==> src/rtl/regfile_wr_arbiter_if.sv <==
// Write-port bus shared by the three writeback sources and the register-file arbiter.
// The arbiter takes the slave side; the sources (or a bench) drive the master side.
interface regfile_wr_arbiter_if #(
  parameter int DW = 16
);
  logic [2:0]    req;
  logic [2:0]    req_lock;
  logic [DW-1:0] req_data0;
  logic [DW-1:0] req_data1;
  logic [DW-1:0] req_data2;
  logic [2:0]    req_sel0;
  logic [2:0]    req_sel1;
  logic [2:0]    req_sel2;
  logic [2:0]    gnt;
  logic [DW-1:0] d;
  logic          load;
  logic [2:0]    wsel;
  logic          locked;
  logic          lock_timeout;

  modport slave (
    input  req, req_lock, req_data0, req_data1, req_data2,
    input  req_sel0, req_sel1, req_sel2,
    output gnt, d, load, wsel, locked, lock_timeout
  );

  modport master (
    output req, req_lock, req_data0, req_data1, req_data2,
    output req_sel0, req_sel1, req_sel2,
    input  gnt, d, load, wsel, locked, lock_timeout
  );
endinterface

==> src/rtl/regfile_wr_arbiter.sv <==
// Round-robin arbiter for the register file's single write port, with burst locking
// and a forced release of locks that sit idle for LOCK_MAX cycles.
module regfile_wr_arbiter #(
  parameter int DW       = 16,
  parameter int LOCK_MAX = 15
) (
  input logic                CLK,
  input logic                RST,
  regfile_wr_arbiter_if.slave bus
);

  typedef enum logic {IDLE, LOCKED} state_t;

  state_t        state_q, state_d;
  logic [1:0]    ptr_q, ptr_d;
  logic [1:0]    owner_q, owner_d;
  logic [7:0]    icnt_q, icnt_d;
  logic [DW-1:0] d_q, d_d;
  logic [2:0]    wsel_q, wsel_d;
  logic          load_q, load_d;
  logic          locked_q, locked_d;
  logic          tout_q, tout_d;

  logic [2:0]    gnt;
  logic          acc;
  logic [1:0]    acc_idx;
  logic [DW-1:0] acc_data;
  logic [2:0]    acc_sel;
  logic          acc_lock;

  function automatic logic [1:0] wrap3(input logic [2:0] v);
    return (v >= 3'd3) ? 2'(v - 3'd3) : v[1:0];
  endfunction

  // Scan from the lowest priority upward so the highest-priority requester overwrites.
  always_comb begin
    logic [1:0] idx;
    gnt = 3'b000;
    idx = 2'd0;
    if (!RST) begin
      if (state_q == LOCKED) begin
        gnt[owner_q] = bus.req[owner_q];
      end else begin
        for (int k = 2; k >= 0; k--) begin
          idx = wrap3({1'b0, ptr_q} + 3'(k));
          if (bus.req[idx]) begin
            gnt      = 3'b000;
            gnt[idx] = 1'b1;
          end
        end
      end
    end
  end

  always_comb begin
    acc      = |(gnt & bus.req);
    acc_idx  = gnt[2] ? 2'd2 : (gnt[1] ? 2'd1 : 2'd0);
    acc_data = bus.req_data0;
    acc_sel  = bus.req_sel0;
    if (acc_idx == 2'd1) begin
      acc_data = bus.req_data1;
      acc_sel  = bus.req_sel1;
    end else if (acc_idx == 2'd2) begin
      acc_data = bus.req_data2;
      acc_sel  = bus.req_sel2;
    end
    acc_lock = bus.req_lock[acc_idx];
  end

  always_comb begin
    state_d = state_q;
    ptr_d   = ptr_q;
    owner_d = owner_q;
    icnt_d  = icnt_q;
    d_d     = d_q;
    wsel_d  = wsel_q;
    load_d  = 1'b0;
    tout_d  = 1'b0;

    if (acc) begin
      d_d    = acc_data;
      wsel_d = acc_sel;
      load_d = 1'b1;
      ptr_d  = wrap3({1'b0, acc_idx} + 3'd1);
    end

    unique case (state_q)
      IDLE: begin
        if (acc && acc_lock) begin
          state_d = LOCKED;
          owner_d = acc_idx;
          icnt_d  = 8'd0;
        end
      end
      LOCKED: begin
        if (acc) begin
          icnt_d = 8'd0;
          if (!acc_lock) state_d = IDLE;
        end else if (icnt_q == 8'(LOCK_MAX - 1)) begin
          state_d = IDLE;
          tout_d  = 1'b1;
          icnt_d  = 8'd0;
          ptr_d   = wrap3({1'b0, owner_q} + 3'd1);
        end else begin
          icnt_d = icnt_q + 8'd1;
        end
      end
      default: state_d = IDLE;
    endcase

    locked_d = (state_d == LOCKED);
  end

  always_ff @(posedge CLK) begin
    if (RST) begin
      state_q  <= IDLE;
      ptr_q    <= 2'd0;
      owner_q  <= 2'd0;
      icnt_q   <= 8'd0;
      d_q      <= '0;
      wsel_q   <= 3'd0;
      load_q   <= 1'b0;
      locked_q <= 1'b0;
      tout_q   <= 1'b0;
    end else begin
      state_q  <= state_d;
      ptr_q    <= ptr_d;
      owner_q  <= owner_d;
      icnt_q   <= icnt_d;
      d_q      <= d_d;
      wsel_q   <= wsel_d;
      load_q   <= load_d;
      locked_q <= locked_d;
      tout_q   <= tout_d;
    end
  end

  assign bus.gnt          = gnt;
  assign bus.d            = d_q;
  assign bus.load         = load_q;
  assign bus.wsel         = wsel_q;
  assign bus.locked       = locked_q;
  assign bus.lock_timeout = tout_q;

endmodule

==> src/flat_wrapper.sv <==
// flat-port wrapper written by rule: the top's interface ports become plain ports
module regfile_wr_arbiter_flat 
#(
  parameter int DW       = 16,
  parameter int LOCK_MAX = 15
)
  (CLK, RST, bus_req, bus_req_lock, bus_req_data0, bus_req_data1, bus_req_data2, bus_req_sel0, bus_req_sel1, bus_req_sel2, bus_gnt, bus_d, bus_load, bus_wsel, bus_locked, bus_lock_timeout);
  regfile_wr_arbiter_if #(.DW(DW)) bus_i ();
  input logic CLK;
  input logic RST;
  input wire logic [$bits(bus_i.req)-1:0] bus_req;
  input wire logic [$bits(bus_i.req_lock)-1:0] bus_req_lock;
  input wire logic [$bits(bus_i.req_data0)-1:0] bus_req_data0;
  input wire logic [$bits(bus_i.req_data1)-1:0] bus_req_data1;
  input wire logic [$bits(bus_i.req_data2)-1:0] bus_req_data2;
  input wire logic [$bits(bus_i.req_sel0)-1:0] bus_req_sel0;
  input wire logic [$bits(bus_i.req_sel1)-1:0] bus_req_sel1;
  input wire logic [$bits(bus_i.req_sel2)-1:0] bus_req_sel2;
  output wire logic [$bits(bus_i.gnt)-1:0] bus_gnt;
  output wire logic [$bits(bus_i.d)-1:0] bus_d;
  output wire logic [$bits(bus_i.load)-1:0] bus_load;
  output wire logic [$bits(bus_i.wsel)-1:0] bus_wsel;
  output wire logic [$bits(bus_i.locked)-1:0] bus_locked;
  output wire logic [$bits(bus_i.lock_timeout)-1:0] bus_lock_timeout;
  assign bus_i.req = bus_req;
  assign bus_i.req_lock = bus_req_lock;
  assign bus_i.req_data0 = bus_req_data0;
  assign bus_i.req_data1 = bus_req_data1;
  assign bus_i.req_data2 = bus_req_data2;
  assign bus_i.req_sel0 = bus_req_sel0;
  assign bus_i.req_sel1 = bus_req_sel1;
  assign bus_i.req_sel2 = bus_req_sel2;
  assign bus_gnt = bus_i.gnt;
  assign bus_d = bus_i.d;
  assign bus_load = bus_i.load;
  assign bus_wsel = bus_i.wsel;
  assign bus_locked = bus_i.locked;
  assign bus_lock_timeout = bus_i.lock_timeout;
  regfile_wr_arbiter #(.DW(DW), .LOCK_MAX(LOCK_MAX)) u_core (.CLK(CLK), .RST(RST), .bus(bus_i));
endmodule
==> config.mk <==
export PLATFORM = sky130hd
export DESIGN_NAME = regfile_wr_arbiter_flat
export DESIGN_NICKNAME = d
export VERILOG_FILES = /design/src/rtl/regfile_wr_arbiter_if.sv /design/src/rtl/regfile_wr_arbiter.sv /design/src/flat_wrapper.sv
export SDC_FILE = /design/constraint.sdc
export NUM_CORES = 1
export LEC_CHECK = 0
export CORE_ASPECT_RATIO = 0.8
export CORE_MARGIN = 3
export CORE_UTILIZATION = 40
export CTS_BUF_LIST = sky130_fd_sc_hd__clkbuf_8
export CTS_CLUSTER_SIZE = 30
export DETAILED_ROUTE_END_ITERATION = 12
export PLACE_DENSITY = 0.75
export REMOVE_ABC_BUFFERS = 1
export SLEW_MARGIN = 20
export SYNTH_ARGS = -nofsm -noshare
export SYNTH_HDL_FRONTEND = slang
export SYNTH_SLANG_ARGS = --single-unit
==> constraint.sdc <==
create_clock -name CLK -period 3.04 [get_ports CLK]
set_clock_uncertainty 0.15 [all_clocks]
set_input_delay 0.456 -clock CLK [delete_from_list [all_inputs] [get_ports CLK]]
set_output_delay 0.456 -clock CLK [all_outputs]
set_load 0.05 [all_outputs]
==> results.py <==
metrics = {
    "setup_path": {
        "crit_family": "buffers and inverters",
        "cp_slowest_cell": "dfxtp_1",
        "path_class": "register to primary output",
        "cp_common_cell": "buf_4",
        "cp.buffers_inverters": 4,
        "path_max_fanout": 4,
        "critPathMaxStageDelay_ps": 380,
        "crit_path_start_kind": "register",
        "rr_startpoint": "u_core.ptr_q[0]$_SDFF_PP0_",
        "path_cells": "inv_1, ha_1, mux2_4, and4b_1, a211o_1, nand2_1, inv_2, buf_4, buf_4",
        "worstSetupEndpointType": "primary output",
        "startpoint": "u_core.ptr_q[0]$_SDFF_PP0_",
        "worst_ep_arrival_time_ps": 2310,
        "cp.required_ps": 2430,
    },
    "global_route": {
        "antenna_found_initial": 0,
        "grt_first_pass_wirelength_microns": 11500,
        "grt-ovfl-total": 0,
        "grt_pass1_vias": 2401,
        "grt.total_usage_pct": 21.1,
        "grt_max_degree": 30,
    },
    "layout": {
        "nNetsFinal": 462,
        "utilization_pct": 65.6,
        "drive_above_1_share_pct": 15.4,
        "area_delta_synth_final_pct": 51.6,
        "antenna_cells": 0,
        "mostFrequentLayoutCells": "clkdlybuf4s50_1, nand2_1, dfxtp_1, buf_4, nor3_1",
        "final_cells": 464,
        "final_area_sq_um": 3440,
        "final_common_cell": "clkdlybuf4s50_1",
    },
    "detailed_routing": {
        "drt-total-wl_microns": 6810,
        "dr.first_iter.drc_count": 103,
        "first_pass_iters": 4,
        "vias": 2483,
        "post-route-drc-count": 0,
        "ant_nets": 0,
        "post_drt_via_cell_ratio": 5.35,
        "drt-wirelength-per-cell_microns": 14.7,
    },
    "synthesis": {
        "ys_seq_area_share_pct": 30.0,
        "synthCells": 291,
        "synth_seq_cells": 34,
        "synth_area_sq_um": 2270,
        "synth_edf_count": 0,
        "syn_area_per_cell_sq_um": 7.80,
        "yosysUniqueCellTypes": 50,
        "ys.flop_type": "dfxtp_1",
        "async_flop_share_pct": 0,
        "ys_warn_count": 0,
    },
    "sta": {
        "rsz0062_at_grt": "no",
        "maxSlewViolCount": 0,
        "max_freq_ghz": 0.343,
        "tightest_slew_ps": 532,
        "final_hold_viol_count": 0,
        "period_share_pct": 96.0,
        "fin_crit_ps": 2920,
        "setup_viol": 0,
        "setup_slack_ps": 123,
        "relSlewSlack_pct": 64.4,
    },
    "pwr": {
        "power_density_nw_per_um2": 727,
        "p_switching_mw": 1.15,
        "clkPwrFrac_pct": 14.1,
        "power_mw": 2.50,
        "netSwitchingFraction_pct": 45.8,
        "peakVddDrop_mv": 0.329,
        "power.leakage_nw": 1.29,
        "pwr-share-comb_pct": 61.3,
        "pwr-share-seq_pct": 24.6,
        "p_int_mw": 1.35,
    },
    "floorplan": {
        "dieHeight_microns": 73.4,
        "ios": 90,
        "dieWidth_microns": 90.2,
        "row_count": 23,
        "core_area_sq_um": 5240,
        "start_util_pct": 43.3,
        "fp.dieArea_sq_um": 6620,
    },
    "clock_network": {
        "cts.repair.resized": 0,
        "hold_buffers": 0,
        "cts_made_buffers": 5,
        "cts_htree_levels": 2,
        "cts_num_sinks": 34,
        "cts_tree": "done",
        "clk_pin_slew_ps": 70,
        "root_buffer": "clkbuf_8",
        "clk_latency_ps": 290,
        "post_cts_buffers": 0,
        "clock_path_buffers": 2,
    },
    "place": {
        "dp_hpwl_microns": 5100,
        "port-buffer-count": 89,
        "dpl_cell_area_sq_um": 3330,
        "gp_congestion": 0.889,
        "place_ws_ps": -49.7,
        "dp_cells": 456,
    },
    "status": {
        "status": "completed",
    },
    "flow_run": {
        "cap_violations": 0,
    },
    "worst_hold_path": {
        "worstHoldPathType": "register to register",
        "min_from": "u_core.bus.d[1]$_SDFFE_PP0P_",
    },
}
-- kinds of logic after synthesis --
kind of cell / count (synthesis) / share of synthesized area (%)
adders and majority gates: 9 / 4.96
buffers and inverters: 33 / 7.23
muxes: 8 / 3.81
and+or+nand+nor: 129 / 27.0
DFF: 34 / 30.0
xor gates and xnor gates: 2 / 0.772
AOI/OAI and AO/OA: 76 / 26.2
-- Yosys cell counts (3+ instances only) --
cell type,n,area share (%)
o21ai_0,14,3.1
nor3b_1,3,0.99
a311o_1,18,7.9
nand2_1,74,12
o22ai_1,4,1.1
buf_2,10,2.2
buf_4,3,0.99
dfxtp_1,34,30
clkbuf_1,7,1.2
inv_1,8,1.3
nor3_1,23,5.1
a21oi_1,11,2.4
nand4_1,3,0.83
a21oi_2,10,3.9
nand3_1,4,0.88
ha_1,9,5.0
and3_1,4,1.1
mux2i_1,6,2.6
-- flip-flops by register name (all words and copies together), names as in the netlist --
signal	flops
u_core.bus.d	16
u_core.bus.load	1
u_core.bus.lock_timeout	1
u_core.bus.wsel	3
u_core.icnt_q	8
u_core.owner_q	2
u_core.ptr_q	2
u_core.state_q	1
-- stage by stage --
stage          hold slack, ps  setup TNS, ps
2_1_floorplan             316         -20250
3_3_place_gp              287              0
6_report                  301              0
4_1_cts                   304              0
5_1_grt                   335              0
3_5_place_dp              294           -536
-- power groups by stage --
stage          logic, mW  clock network (mW)  registers (mW)
6_report            1.53               0.352           0.616
5_1_grt             1.65               0.375           0.630
4_1_cts             1.53               0.363           0.614
3_5_place_dp        1.52                   0           0.624
3_3_place_gp        1.51                   0           0.620
2_1_floorplan      0.640                   0           0.908
-- worst reg2reg max path, cell delays in order, from the launching register on --
cell and delay, ps:
dfxtp_1 380, inv_1 80, ha_1 270, mux2_4 320, a32o_1 210, a211oi_1 330
nor4b_2 130, a211oi_4 340, buf_12 220, a211oi_1 70, a31o_2 230
-- layer usage --
| layer | up-vias | part of all wire (%) | global-route usage (%) |
|---|---|---|---|
| li1 | 1238 | - | - |
| met1 | 1163 | 47 | 27.7 |
| met2 | 74 | 45 | 34.5 |
| met3 | 8 | 7.0 | 5.42 |
| met4 | 0 | 1.5 | 6.62 |
| met5 | - | 0 | 0 |
-- layout make-up --
class	count	area, sq um
Clock buffer	6	82.6
Clock inverter	2	12.5
Fill cell	455	1800
Inverter	11	42.5
Multi-Input combinational cell	224	1430
Sequential cell	34	681
Tap cell	75	93.8
Timing Repair Buffer	112	1100
-- final timing paths --
path | end | slack (ps) | cells past startpoint
worst min-delay path | u_core.bus.d[1]$_SDFFE_PP0P_ | 300 | 2
worst max-delay path | bus_gnt[1] | 120 | 9
worst max register to register | u_core.bus.wsel[2]$_SDFFE_PP0P_ | 220 | 10
worst min register to register | u_core.bus.d[1]$_SDFFE_PP0P_ | 300 | 2
No activity file was read; power rests on OpenSTA's default activity.
